$ cat config.mk
export PLATFORM = sky130hd
export DESIGN_NAME = keypad_tone_sequencer
export DESIGN_NICKNAME = d
export VERILOG_FILES = /design/src/rtl/keypad_tone_sequencer.sv
export SDC_FILE = /design/constraint.sdc
export NUM_CORES = 1
export LEC_CHECK = 0
export ABC_CLOCK_PERIOD_IN_PS = 6300
export BUFFER_PORTS_ARGS = -buffer_cell sky130_fd_sc_hd__clkbuf_2
export CORE_UTILIZATION = 30
export CTS_BUF_LIST = sky130_fd_sc_hd__clkbuf_16
export DETAILED_ROUTE_END_ITERATION = 8
export PLACE_DENSITY = 0.49
export REMOVE_ABC_BUFFERS = 1
export SYNTH_ARGS = -nofsm -noshare
export SYNTH_HDL_FRONTEND = slang
export SYNTH_SLANG_ARGS = --single-unit
$ cat constraint.sdc
create_clock -name clk -period 6.3 [get_ports clk]
set_clock_uncertainty 0.2 [all_clocks]
set_input_delay 0.315 -clock clk [delete_from_list [all_inputs] [get_ports clk]]
set_output_delay 0.315 -clock clk [all_outputs]
set_load 0.1 [all_outputs]
$ cat src/rtl/keypad_tone_sequencer.sv
// keypad_tone_sequencer
//   Turns keypad presses into a square-wave tone for the bell pin.
//   mode=0 (live): the tone sounds only while the key is held.
//   mode=1 (queued): presses are buffered in a FIFO and played back one
//   after another. Each note plays for DUR_CYCLES cycles and is followed
//   by a gap of GAP_CYCLES silent cycles.
//   The half-period of a note is BASE_N + STEP_N*pos clk cycles.
// Ports
//   clk, rst          : clock, synchronous active-high reset
//   key_pos/key_valid : keypad position code and key-held level
//   mode              : 0=live, 1=queued; any change flushes to IDLE
//   clr_ovf           : clears the sticky overflow flag
//   tone_out          : square-wave output
//   busy              : high whenever a note or a gap is in progress
//   cur_pos           : position of the current (or last) note
//   fifo_count        : number of queued notes
//   overflow          : sticky; set when a press is dropped on a full FIFO
module keypad_tone_sequencer #(
    parameter int KEY_W      = 4,
    parameter int N_W        = 12,
    parameter int BASE_N     = 1000,
    parameter int STEP_N     = 50,
    parameter int DEPTH      = 8,
    parameter int DUR_CYCLES = 25000000,
    parameter int GAP_CYCLES = 2500000
) (
    input  logic                         clk,
    input  logic                         rst,
    input  logic [KEY_W-1:0]             key_pos,
    input  logic                         key_valid,
    input  logic                         mode,
    input  logic                         clr_ovf,
    output logic                         tone_out,
    output logic                         busy,
    output logic [KEY_W-1:0]             cur_pos,
    output logic [$clog2(DEPTH+1)-1:0]   fifo_count,
    output logic                         overflow
);
    localparam int CW      = $clog2(DEPTH + 1);
    localparam int PW      = (DEPTH > 1) ? $clog2(DEPTH) : 1;
    localparam int DUR_MAX = (DUR_CYCLES > GAP_CYCLES) ? DUR_CYCLES : GAP_CYCLES;
    localparam int DW      = $clog2(DUR_MAX + 1);
    localparam longint MAX_N = longint'(BASE_N) + longint'(STEP_N) * ((longint'(1) << KEY_W) - 1);

    // Elaboration stops on parameter sets that cannot be built correctly.
    generate
        if (BASE_N < 1 || MAX_N >= (longint'(1) << N_W)) begin : g_bad_n
            $error("keypad_tone_sequencer: half-period range does not fit N_W");
        end
        if (DEPTH < 2 || (DEPTH & (DEPTH - 1)) != 0) begin : g_bad_depth
            $error("keypad_tone_sequencer: DEPTH must be a power of 2, >= 2");
        end
        if (DUR_CYCLES < 1 || GAP_CYCLES < 1) begin : g_bad_dur
            $error("keypad_tone_sequencer: DUR_CYCLES and GAP_CYCLES must be >= 1");
        end
    endgenerate

    typedef enum logic [1:0] {S_IDLE, S_PLAY_LIVE, S_PLAY_Q, S_GAP} state_t;

    state_t             state_q, state_d;
    logic               tone_q, tone_d;
    logic [N_W-1:0]     div_q, div_d;
    logic [DW-1:0]      dur_q, dur_d;
    logic [KEY_W-1:0]   cur_pos_q, cur_pos_d;
    logic [KEY_W-1:0]   fifo_q [DEPTH];
    logic [KEY_W-1:0]   fifo_d [DEPTH];
    logic [PW-1:0]      wr_ptr_q, wr_ptr_d, rd_ptr_q, rd_ptr_d;
    logic [CW-1:0]      count_q, count_d;
    logic               ovf_q, ovf_d;
    logic               key_q_q, mode_q_q;

    logic [N_W-1:0]     n_val;
    logic               rise, mode_chg, full, empty, div_wrap;
    logic               push, pop, drop;

    assign n_val    = N_W'(BASE_N) + N_W'(STEP_N) * N_W'(cur_pos_q);
    assign rise     = key_valid & ~key_q_q;
    assign mode_chg = mode ^ mode_q_q;
    assign full     = (count_q == CW'(DEPTH));
    assign empty    = (count_q == '0);
    assign div_wrap = (div_q == n_val - N_W'(1));

    always_comb begin
        state_d   = state_q;
        tone_d    = tone_q;
        div_d     = div_q;
        dur_d     = dur_q;
        cur_pos_d = cur_pos_q;
        fifo_d    = fifo_q;
        wr_ptr_d  = wr_ptr_q;
        rd_ptr_d  = rd_ptr_q;
        count_d   = count_q;
        ovf_d     = ovf_q;
        push      = 1'b0;
        pop       = 1'b0;
        drop      = 1'b0;

        if (mode_chg) begin
            // A mode switch abandons whatever was playing and empties the queue.
            state_d  = S_IDLE;
            tone_d   = 1'b0;
            div_d    = '0;
            dur_d    = '0;
            count_d  = '0;
            wr_ptr_d = '0;
            rd_ptr_d = '0;
        end else begin
            case (state_q)
                S_IDLE: begin
                    if (!mode && rise) begin
                        cur_pos_d = key_pos;
                        state_d   = S_PLAY_LIVE;
                        div_d     = '0;
                        tone_d    = 1'b0;
                    end else if (mode && !empty) begin
                        pop = 1'b1;
                    end
                end
                S_PLAY_LIVE: begin
                    if (!key_valid) begin
                        state_d = S_IDLE;
                        tone_d  = 1'b0;
                        div_d   = '0;
                    end else begin
                        div_d  = div_wrap ? '0 : div_q + N_W'(1);
                        tone_d = div_wrap ? ~tone_q : tone_q;
                    end
                end
                S_PLAY_Q: begin
                    if (dur_q == DW'(DUR_CYCLES - 1)) begin
                        state_d = S_GAP;
                        dur_d   = '0;
                        tone_d  = 1'b0;
                        div_d   = '0;
                    end else begin
                        dur_d  = dur_q + DW'(1);
                        div_d  = div_wrap ? '0 : div_q + N_W'(1);
                        tone_d = div_wrap ? ~tone_q : tone_q;
                    end
                end
                default: begin // S_GAP
                    if (dur_q == DW'(GAP_CYCLES - 1)) begin
                        dur_d = '0;
                        if (!empty) pop = 1'b1;
                        else        state_d = S_IDLE;
                    end else begin
                        dur_d = dur_q + DW'(1);
                    end
                end
            endcase

            // A pop in the same cycle frees a slot, so a full FIFO still accepts.
            if (mode && rise) begin
                if (!full || pop) push = 1'b1;
                else              drop = 1'b1;
            end

            if (pop) begin
                cur_pos_d = fifo_q[rd_ptr_q];
                rd_ptr_d  = rd_ptr_q + PW'(1);
                state_d   = S_PLAY_Q;
                dur_d     = '0;
                div_d     = '0;
                tone_d    = 1'b0;
            end
            if (push) begin
                fifo_d[wr_ptr_q] = key_pos;
                wr_ptr_d         = wr_ptr_q + PW'(1);
            end
            count_d = count_q + CW'(push) - CW'(pop);
        end

        // Set beats clear when both happen in one cycle.
        if (drop)         ovf_d = 1'b1;
        else if (clr_ovf) ovf_d = 1'b0;
    end

    always_ff @(posedge clk) begin
        if (rst) begin
            state_q   <= S_IDLE;
            tone_q    <= 1'b0;
            div_q     <= '0;
            dur_q     <= '0;
            cur_pos_q <= '0;
            for (int i = 0; i < DEPTH; i++) fifo_q[i] <= '0;
            wr_ptr_q  <= '0;
            rd_ptr_q  <= '0;
            count_q   <= '0;
            ovf_q     <= 1'b0;
        end else begin
            state_q   <= state_d;
            tone_q    <= tone_d;
            div_q     <= div_d;
            dur_q     <= dur_d;
            cur_pos_q <= cur_pos_d;
            fifo_q    <= fifo_d;
            wr_ptr_q  <= wr_ptr_d;
            rd_ptr_q  <= rd_ptr_d;
            count_q   <= count_d;
            ovf_q     <= ovf_d;
        end
    end

    // The edge-detect and mode history keep sampling during reset. A key
    // that is held through reset therefore does not count as a fresh press,
    // and a mode level that is held through reset does not count as a change.
    always_ff @(posedge clk) begin
        key_q_q  <= key_valid;
        mode_q_q <= mode;
    end

    assign tone_out   = tone_q;
    assign busy       = (state_q != S_IDLE);
    assign cur_pos    = cur_pos_q;
    assign fifo_count = count_q;
    assign overflow   = ovf_q;
endmodule
==> results.ini <==
[place]
place_congestion = 0.792
place_area_um2 = 5380
portBuffers = 19
place_inst = 766
hpwl_mm = 8.07
place_ws_ns = 2.60

[setup_path]
path_cells = inv_1, ha_1, ha_1, inv_1, fa_1, xnor2_1, nor2_1, a311o_1, a21o_1, a2111o_1, a32oi_1, nor2_1
critPathCaptureType = register
worstSetupPathType = reg2reg
cp_data_required_time_ns = 6.31
cp_slowest_cell = a2111o_1
slowest_delay_ns = 0.59
cp-start-kind = register
cp_max_fo = 11
path_buf_inv = 2
worstPathArrival_ns = 3.75
path_delay_family = compound AO/OA/AOI/OAI gates

[cts]
root_buffer = clkbuf_16
ctsLongestPathBuffers = 2
clk_pin_slew_ns = 0.06
clock-sinks = 89
cts_buffers = 9
ctsResizeCount = 0
clk_latency_ns = 0.35
htreeDepth = 3
cts_tree = built
cts_setup_buffers = 0

[global_route]
grt_start_max_net_pins = 39
gr-total-overflow = 0
grt_pass1_vias = 3796
antenna_found_initial = 0
track_usage = 0.133
grt_pass1_wl_mm = 18.8

[power]
power_density_nw_per_um2 = 229
vdd.ir_drop.worst_v = 0.000135
p_total_mw = 1.31
power.leakage_nw = 2.02

[final_layout]
layout-area-overhead-vs-synth_pct = 11.2
fill_cells = 1712
final_common_cell = nor2_1
fin_area_um2 = 5710
final_cell_mix = nor2_1, dfxtp_1, mux2i_1
insertedDiodeCount = 0
nets = 595
fin_cells = 783
utilization = 0.343
drive_gt1_frac = 0.105

[timing]
relSlewSlack = 0.466
period_needed_ns = 3.74
max_freq_ghz = 0.268
slew_violations = 0
holdWs_ns = 0.0505
tightest_slew_ns = 0.801
hold_viol = 0
setup_viol = 0
finalCritPeriodShare = 0.593
rsz0062_at_grt = no
finalSetupTns_ns = 0
fin_ws_ns = 2.56

[synthesis]
synth-seq-area-share = 0.347
synth_edf_count = 0
postSynth.asyncResetShare = 0
synthesis.area_um2 = 5130
syn_area_per_cell_um2 = 9.26
synthCells = 554
yosysWarnings = 0
ys.flop_type = dfxtp_1
ys_types = 61
synth-seq-cells = 89

[routing]
vias = 3847
first_iter_violations = 153
wl_mm = 10.9
ant_nets = 0
drc_errors = 0
dr.pass1.iters = 4
viasPerCell = 4.91
wire_per_inst_um = 14.0

[floorplan]
rows = 47
dieArea_um2 = 17600
start_util = 0.308
die_x_um = 133
pin_count = 20
die_height_um = 133
fp.coreArea_um2 = 16600

[min_path]
min_path_type = in2reg

[flow_run]
maxCapViolCount = 0

[status]
status = finished, final reports clean

[final cells by class]
class / count / area (um^2) / area share
well taps: 220 / 275 / 0.0482
repair buffers: 21 / 115 / 0.0202
flip-flops and latches: 89 / 1780 / 0.312
multi-input cells: 410 / 3120 / 0.547
clock inverters: 6 / 85.1 / 0.0149
clock buffers: 9 / 225 / 0.0395
inverters: 28 / 105 / 0.0184
[registers in the layout (all words and copies together), names as in the netlist]
| signal | count |
|---|---|
| cur_pos | 4 |
| div_q | 12 |
| dur_q | 25 |
| fifo_count | 4 |
| fifo_q | 32 |
| key_q_q | 1 |
| mode_q_q | 1 |
| overflow | 1 |
| rd_ptr_q | 3 |
| state_q | 2 |
| tone_out | 1 |
| wr_ptr_q | 3 |
[metal layers]
layer | share of wire | vias up | GRT usage
li1 | - | 1955 | -
met1 | 0.48 | 1838 | 0.166
met2 | 0.49 | 41 | 0.227
met3 | 0.022 | 13 | 0.0264
met4 | 0.015 | 0 | 0.0479
met5 | 0 | - | 0
[synthesized netlist by cell type (8+ instances only)]
cell      count  area share
a21oi_1      11       0.011
inv_1        27       0.020
a32oi_1       9       0.015
nor2_1      104       0.076
xor2_1       20       0.034
mux2i_1      42       0.082
dfxtp_1      89        0.35
a21o_1        9       0.013
nor3_1        8      0.0078
xnor2_1      26       0.044
mux4_2        8       0.035
ha_1         25       0.061
nand3_1      15       0.015
nand4_1       8      0.0098
and2_1        8      0.0098
nand2_1      29       0.021
clkbuf_1     18       0.013
[cell families after synthesis]
logic type	count (synthesis)	synth area share
compound gates	71	0.131
xor+xnor	46	0.0785
fa+ha+maj	27	0.0688
buf+inv	55	0.0446
flops	89	0.347
mux	51	0.119
simple gates	215	0.210
[power by group]
group | switching [mW] | internal [mW] | leakage [nW]
clock network | 0.221 | 0.344 | 0.153
registers | 0.00846 | 0.569 | 0.718
logic | 0.115 | 0.0491 | 1.15
[path summary, 6_finish.rpt]
| kind | startpoint | to | slack (ns) | depth (start not counted) |
|---|---|---|---|---|
| max | cur_pos[0]$_SDFFE_PP0P_ | div_q[6]$_SDFFE_PP0P_ | 2.56 | 12 |
| min | clr_ovf | overflow$_SDFFE_PP0P_ | 0.05 | 4 |
| max reg2reg | cur_pos[0]$_SDFFE_PP0P_ | div_q[6]$_SDFFE_PP0P_ | 2.56 | 12 |
| min reg2reg | fifo_q[5]$_SDFFE_PP0P_ | fifo_q[5]$_SDFFE_PP0P_ | 0.29 | 2 |
[tightest hold or removal path: stages]
cell and delay (ns):
clkbuf_2 0.08, inv_1 0.04, a32oi_1 0.04, nor2_1 0.08
[repair_timing]
item | CTS | global route
endpoints found under the setup margin | 0 | 0
hold buffers | 2 | 0
hold endpoints to repair | 2 | 0
Note: power is estimated with default switching activity, not from simulation.
